File: src/rtl/alu_writeback_stage.sv
// Result/flag stage after the ALU: holds the PSR, feeds carry back to the ALU,
// and queues register-file writes in a 2-entry in-order buffer with forwarding lookup.
module alu_writeback_stage #(
  parameter int DATA_W = 16,
  parameter int REG_AW = 4
) (
  input  logic              clk,
  input  logic              reset_n,
  input  logic              in_valid,
  output logic              in_ready,
  input  logic [DATA_W-1:0] in_result,
  input  logic [4:0]        in_flags,
  input  logic [4:0]        in_flag_mask,
  input  logic              in_wr_en,
  input  logic [REG_AW-1:0] in_dest,
  input  logic              psr_we,
  input  logic [4:0]        psr_wdata,
  output logic [4:0]        psr,
  output logic              carry_out,
  output logic              wb_valid,
  input  logic              wb_ready,
  output logic [REG_AW-1:0] wb_addr,
  output logic [DATA_W-1:0] wb_data,
  input  logic [REG_AW-1:0] lk_addr_a,
  input  logic [REG_AW-1:0] lk_addr_b,
  output logic              lk_hit_a,
  output logic              lk_hit_b,
  output logic [DATA_W-1:0] lk_data_a,
  output logic [DATA_W-1:0] lk_data_b,
  output logic [1:0]        count
);

  logic [REG_AW-1:0] addr_q [2];
  logic [DATA_W-1:0] data_q [2];
  logic              head_q;
  logic              tail_q;
  logic [1:0]        count_q;
  logic [4:0]        psr_q;

  logic accept;
  logic push;
  logic pop;
  logic yidx;
  logic old_v;
  logic young_v;
  logic old_hit_a, young_hit_a, old_hit_b, young_hit_b;

  assign in_ready  = reset_n && (count_q != 2'd2);
  assign accept    = in_valid && in_ready;
  assign push      = accept && in_wr_en;
  assign wb_valid  = (count_q != 2'd0);
  assign pop       = wb_valid && wb_ready;

  assign wb_addr   = addr_q[head_q];
  assign wb_data   = data_q[head_q];
  assign psr       = psr_q;
  assign carry_out = psr_q[4];
  assign count     = count_q;

  always_ff @(posedge clk) begin
    if (!reset_n) begin
      addr_q[0] <= '0;
      addr_q[1] <= '0;
      data_q[0] <= '0;
      data_q[1] <= '0;
      head_q    <= 1'b0;
      tail_q    <= 1'b0;
      count_q   <= 2'd0;
      psr_q     <= 5'd0;
    end else begin
      // A direct load overrides the ALU flag merge on all five bits.
      if (psr_we)
        psr_q <= psr_wdata;
      else if (accept)
        psr_q <= (psr_q & ~in_flag_mask) | (in_flags & in_flag_mask);

      if (push) begin
        addr_q[tail_q] <= in_dest;
        data_q[tail_q] <= in_result;
        tail_q         <= ~tail_q;
      end
      if (pop)
        head_q <= ~head_q;

      case ({push, pop})
        2'b10:   count_q <= count_q + 2'd1;
        2'b01:   count_q <= count_q - 2'd1;
        default: count_q <= count_q;
      endcase
    end
  end

  // With two entries the younger one sits in the slot after the head.
  assign yidx    = ~head_q;
  assign old_v   = (count_q != 2'd0);
  assign young_v = (count_q == 2'd2);

  assign old_hit_a   = old_v   && (addr_q[head_q] == lk_addr_a);
  assign young_hit_a = young_v && (addr_q[yidx]   == lk_addr_a);
  assign old_hit_b   = old_v   && (addr_q[head_q] == lk_addr_b);
  assign young_hit_b = young_v && (addr_q[yidx]   == lk_addr_b);

  assign lk_hit_a  = old_hit_a || young_hit_a;
  assign lk_hit_b  = old_hit_b || young_hit_b;
  assign lk_data_a = young_hit_a ? data_q[yidx] : (old_hit_a ? data_q[head_q] : '0);
  assign lk_data_b = young_hit_b ? data_q[yidx] : (old_hit_b ? data_q[head_q] : '0);

endmodule
File: config.mk
export PLATFORM = sky130hd
export DESIGN_NAME = alu_writeback_stage
export DESIGN_NICKNAME = d
export VERILOG_FILES = /design/src/rtl/alu_writeback_stage.sv
export SDC_FILE = /design/constraint.sdc
export NUM_CORES = 1
export LEC_CHECK = 0
export CAP_MARGIN = 20
export CORE_ASPECT_RATIO = 1.4
export CORE_MARGIN = 2
export CORE_UTILIZATION = 47
export CTS_BUF_LIST = sky130_fd_sc_hd__clkbuf_8
export CTS_CLUSTER_SIZE = 28
export DETAILED_ROUTE_END_ITERATION = 8
export PLACE_DENSITY = 0.94
export SYNTH_ARGS = -nofsm -noshare
export SYNTH_HDL_FRONTEND = slang
export SYNTH_SLANG_ARGS = --single-unit
File: constraint.sdc
create_clock -name clk -period 4.8 [get_ports clk]
set_clock_uncertainty 0.05 [all_clocks]
set_input_delay 0.96 -clock clk [delete_from_list [all_inputs] [get_ports clk]]
set_output_delay 0.96 -clock clk [all_outputs]
set_load 0.1 [all_outputs]
# Yosys cells after proc, flatten, opt, wreduce, memory -nomap -nowiden

Memories as Yosys holds them, arrays and structs flattened. A register that Yosys moved wholly into a read port is not among the register bits.
Cells that the tools add are included.

Bits in latches: 0
Bits in writable memories: 40
ROM bits: 0
Logic and storage cells: 58
Output and inout port bits: 64
Bits of input ports: 49
Register bits: 9
Memories: 2

Memory list:

| memory | words | bits a word | rd ports | clocked after Yosys merged registers in | write ports | RTL line | source |
|---|---|---|---|---|---|---|---|
| data_q | 2     | 16          | 2        | 1                                       | 2           | 34       | `logic [DATA_W-1:0] data_q [2];` |
| addr_q | 2     | 4           | 2        | 1                                       | 2           | 33       | `logic [REG_AW-1:0] addr_q [2];` |

Shifts and indexed selects: 0
Add/sub/neg operators: 2
Mux-type cells: 21
Order comparisons: 0
Equal/unequal tests: 8
Divide/modulo/power cells: 0
Reductions and logical operators: 15
Bitwise gates (word level): 6
Multiply operators: 0

Operators with widths:

| cell                | number |
|---|---|
| $mux 16             | 5 |
| $eq 4x4->1          | 4 |
| $reduce_or 16->1    | 1 |
| $mux 1              | 12 |
| $and 5x5->5         | 2 |
| $mux 5              | 2 |
| $logic_and 1x1->1   | 8 |
| $reduce_bool 2->1   | 3 |
| $not 5->5           | 1 |
| $or 5x5->5          | 1 |
| $eq 2x2->1 const B  | 2 |
| $mux 4              | 1 |
| $pmux 2 s2          | 1 |
| $reduce_or 4->1     | 1 |
| $add 2x1->2 const B | 1 |
| $eq 2x1->1 const B  | 1 |
| $logic_or 1x1->1    | 2 |
| $ne 2x2->1 const B  | 1 |
| $not 1->1           | 2 |
| $sub 2x1->2 const B | 1 |

# Longest topological paths before layout

Word-level depth: 9
Gate-level depth with buffers: 8
Gate-level depth less buffers: 7

# Worst setup path after synthesis

Ideal clock, no wire load.

Path kind: register -> output
Start: reg count_q[0], in the netlist count[0]
End: out lk_data_a[10]
Required time: 3790 ps
Path buffers: 3
Data arrival time: 4377 ps
Slack: -587 ps
Stages on the path, launching flop included: 7
Path through: dfxtp_1 -> clkbuf_1 -> or2_2 -> clkbuf_1 -> nand4_4 -> buf_6 -> o22ai_1

Longest elaborated chain between the ends: 4
Elaborated cells between the ends (all ways): 6
Those cells by class: 1 x eq/ne; 2 x mux; 3 x reduce/logical

Ends and longest elaborated chain:

| element                  | RTL line | source |
|---|---|---|
| start: declaration       | 37       | `logic [1:0] count_q;` |
| start signal: assignment | 86       | `2'b10: count_q <= count_q + 2'd1;` |
| start signal: assignment | 87       | `2'b01: count_q <= count_q - 2'd1;` |
| start signal: assignment | 88       | `default: count_q <= count_q;` |
| $reduce_bool 2->1        | n/a      |  |
| net wb_valid             | 20       | `output logic wb_valid,` |
| $logic_and 1x1->1        | 98       | `assign old_hit_a = old_v && (addr_q[head_q] == lk_addr_a);` |
| $mux 16 (2 in series)    | 105      | `assign lk_data_a = young_hit_a ? data_q[yidx] : (old_hit_a ? data_q[head_q] : '0);` |
| end: declaration         | 28       | `output logic [DATA_W-1:0] lk_data_a,` |

The timed path passes the listed nets, and every way through them passes these cells.

# Worst setup path in the final report

Start: in lk_addr_a[0]
End: out lk_data_a[9]

Longest elaborated chain between the ends: 4
Elaborated cells between the ends (all ways): 6
Those cells by class: 2 x eq/ne; 2 x mux; 2 x reduce/logical

Ends and longest elaborated chain:

| element            | RTL line | source |
|---|---|---|
| start: declaration | 24       | `input logic [REG_AW-1:0] lk_addr_a,` |
| $eq 4x4->1         | 98       |  |
| $logic_and 1x1->1  | 98       |  |
| $mux 16            | 105      |  |
| $mux 16 (*)        | 105      |  |

Every way passes the cells marked *; elsewhere a longest branch is shown, timed or not.

==> qor.yml <==
postCtsSetupRepairBufs: 0
worst_pin_slew_ns: 1.004
detail_route.first_pass.iterations: 4
rows: 34
place_hpwl_um: 5907
grt_start_max_net_pins: 22
worst_slack_ns: 0.7167
rsz0062_at_grt: "no"
status: "completed"
drv_slew: 0
avgRoutedWirePerCell_um: 16.73
cts.sinks: 50
dp_cells: 443
critPathMaxFanout: 18
drtIter0Drc: 117
required_ns: 3.79
hold_ws_ns: 0.4739
drv_cap: 0
max_freq_mhz: 244.9
synth_flop_cell: "edfxtp_1"
ant_nets: 0
post_cts_resized: 0
die_area_um2: 7177
initial_core_util_pct: 48.90
yosys_warnings: 0
cts_tree: "yes"
drc: 0
grt_overflow: 0
synth.yosys.seq_area_share_pct: 45.83
fill_cells: 409
die_y_um: 99.44
io_pins: 113
leakage_uw: 0.001781
fin_nets: 429
multi_input_area_um2: 1577
critPathLaunchType: "input pin"
grt_use_total_pct: 21.55
grt_pass1_wl_um: 12230
syn-cell-area_um2: 3058
layout_common_cells: "59 x clkdlybuf4s50_1, 45 x and2_1, 42 x buf_4"
final_util_pct: 72.15
clk_latency_ns: 0.30
setup_viol: 0
antenna_cells: 0
endpoint_kind: "output port"
vias: 2483
seqCellArea_um2: 1401
irDropWorstVdd_mv: 0.2633
slew_headroom_pct: 32.84
syn_nets: 323
fin_crit_sh_pct: 85.07
htree_levels: 2
syn_area_per_cell_um2: 11.20
fin_crit_ns: 4.083
hold_class: "flip-flop to flip-flop"
coreArea_um2: 6254
synth_cell_types: 30
synth_edf_count: 40
clockBufferDepth: 2
gp_congestion: 0.7852
grt_pass1_vias: 2493
cts_made_buffers: 5
cts_root_buffer: "clkbuf_8"
drt-total-wl_um: 7563
vias_per_cell: 5.493
synth_cells: 273
final_common_cell: "clkdlybuf4s50_1"
die_w_um: 72.17
drive_gt1_share_pct: 24.21
grt_antenna_before_repair: 0
cts_hold_buf: 0
stdcell_count: 452
power_density_nw_per_um2: 339.3
finalHoldViolCount: 0
dp_slack_ns: 0.7169
portBuffers: 112
syn_to_final_growth_pct: 47.55
ys_async_sr_fraction_pct: 0
clk_pin_slew_ns: 0.08
ys_ff_latch: 50
crit_type: "input pin to output port"
critical_path_arrival_ns: 3.07
power.total_uw: 1531
==> Yosys cell counts, types with 5 or more instances <==
cell,n,area share (%)
a21boi_0,7,1.7
and2_1,45,9.2
and3_1,7,1.4
clkbuf_1,9,1.1
dfxtp_1,10,6.5
edfxtp_1,40,39
inv_1,20,2.5
mux2i_1,40,13
nand2_1,5,0.61
nand2b_1,7,1.4
o22ai_1,32,6.5
o311a_1,5,1.6
xnor2_1,8,2.3
xor2_1,9,2.6
==> where the power goes <==
group	internal, µW	switching, µW
Clock	222	130
Sequential	497	32.7
Combinational	192	458
Total	911	620
==> path summary, 6_finish.rpt <==
| path | start | end | slack, ns | depth (start not counted) |
|---|---|---|---|---|
| max | lk_addr_a[0] | lk_data_a[9] | 0.72 | 7 |
| min | tail_q | tail_q | 0.47 | 2 |
| max reg2reg | count[0] | data_q[0][9] | 2.13 | 5 |
| min reg2reg | tail_q | tail_q | 0.47 | 2 |
==> stage by stage <==
| step | setup TNS, ns | instance area (µm²) |
|---|---|---|
| 2_1_floorplan | -9.124 | 3158 |
| 3_3_place_gp | 0 | 4362 |
| 3_5_place_dp | 0 | 4362 |
| 4_1_cts | 0 | 4504 |
| 5_1_grt | 0 | 4512 |
| 6_report | 0 | 4512 |
==> layout make-up <==
class | count | share of cell area [%]
Clock inverter | 2 | 1.331
Inverter | 20 | 1.664
Tap cell | 72 | 1.997
Sequential cell | 50 | 31.06
Timing Repair Buffer | 117 | 27.18
Multi-Input combinational cell | 185 | 34.94
Clock buffer | 6 | 1.830
==> logic make-up after synthesis <==
kind of cell | synth area share [%]
fa+ha+maj | 0.4091
simple gates | 18.66
mux | 14.28
compound gates | 10.07
buf+inv | 5.892
xor+xnor | 4.869
flops | 45.83
==> critical path, cell delays in order <==
cell	delay (ns)
clkdlybuf4s50_1	0.46
or3b_1	0.37
mux2i_1	0.25
nand4_4	0.31
nand4_4	0.32
o22ai_1	0.14
buf_4	0.26
==> layer usage <==
layer	up-vias	wire length, µm	track usage, %
li1	1197	-	-
met1	1205	2939	24.80
met2	73	4161	39.59
met3	8	355	3.749
met4	0	108	6.967
met5	-	0	0
No activity file was read; power rests on OpenSTA's default activity.
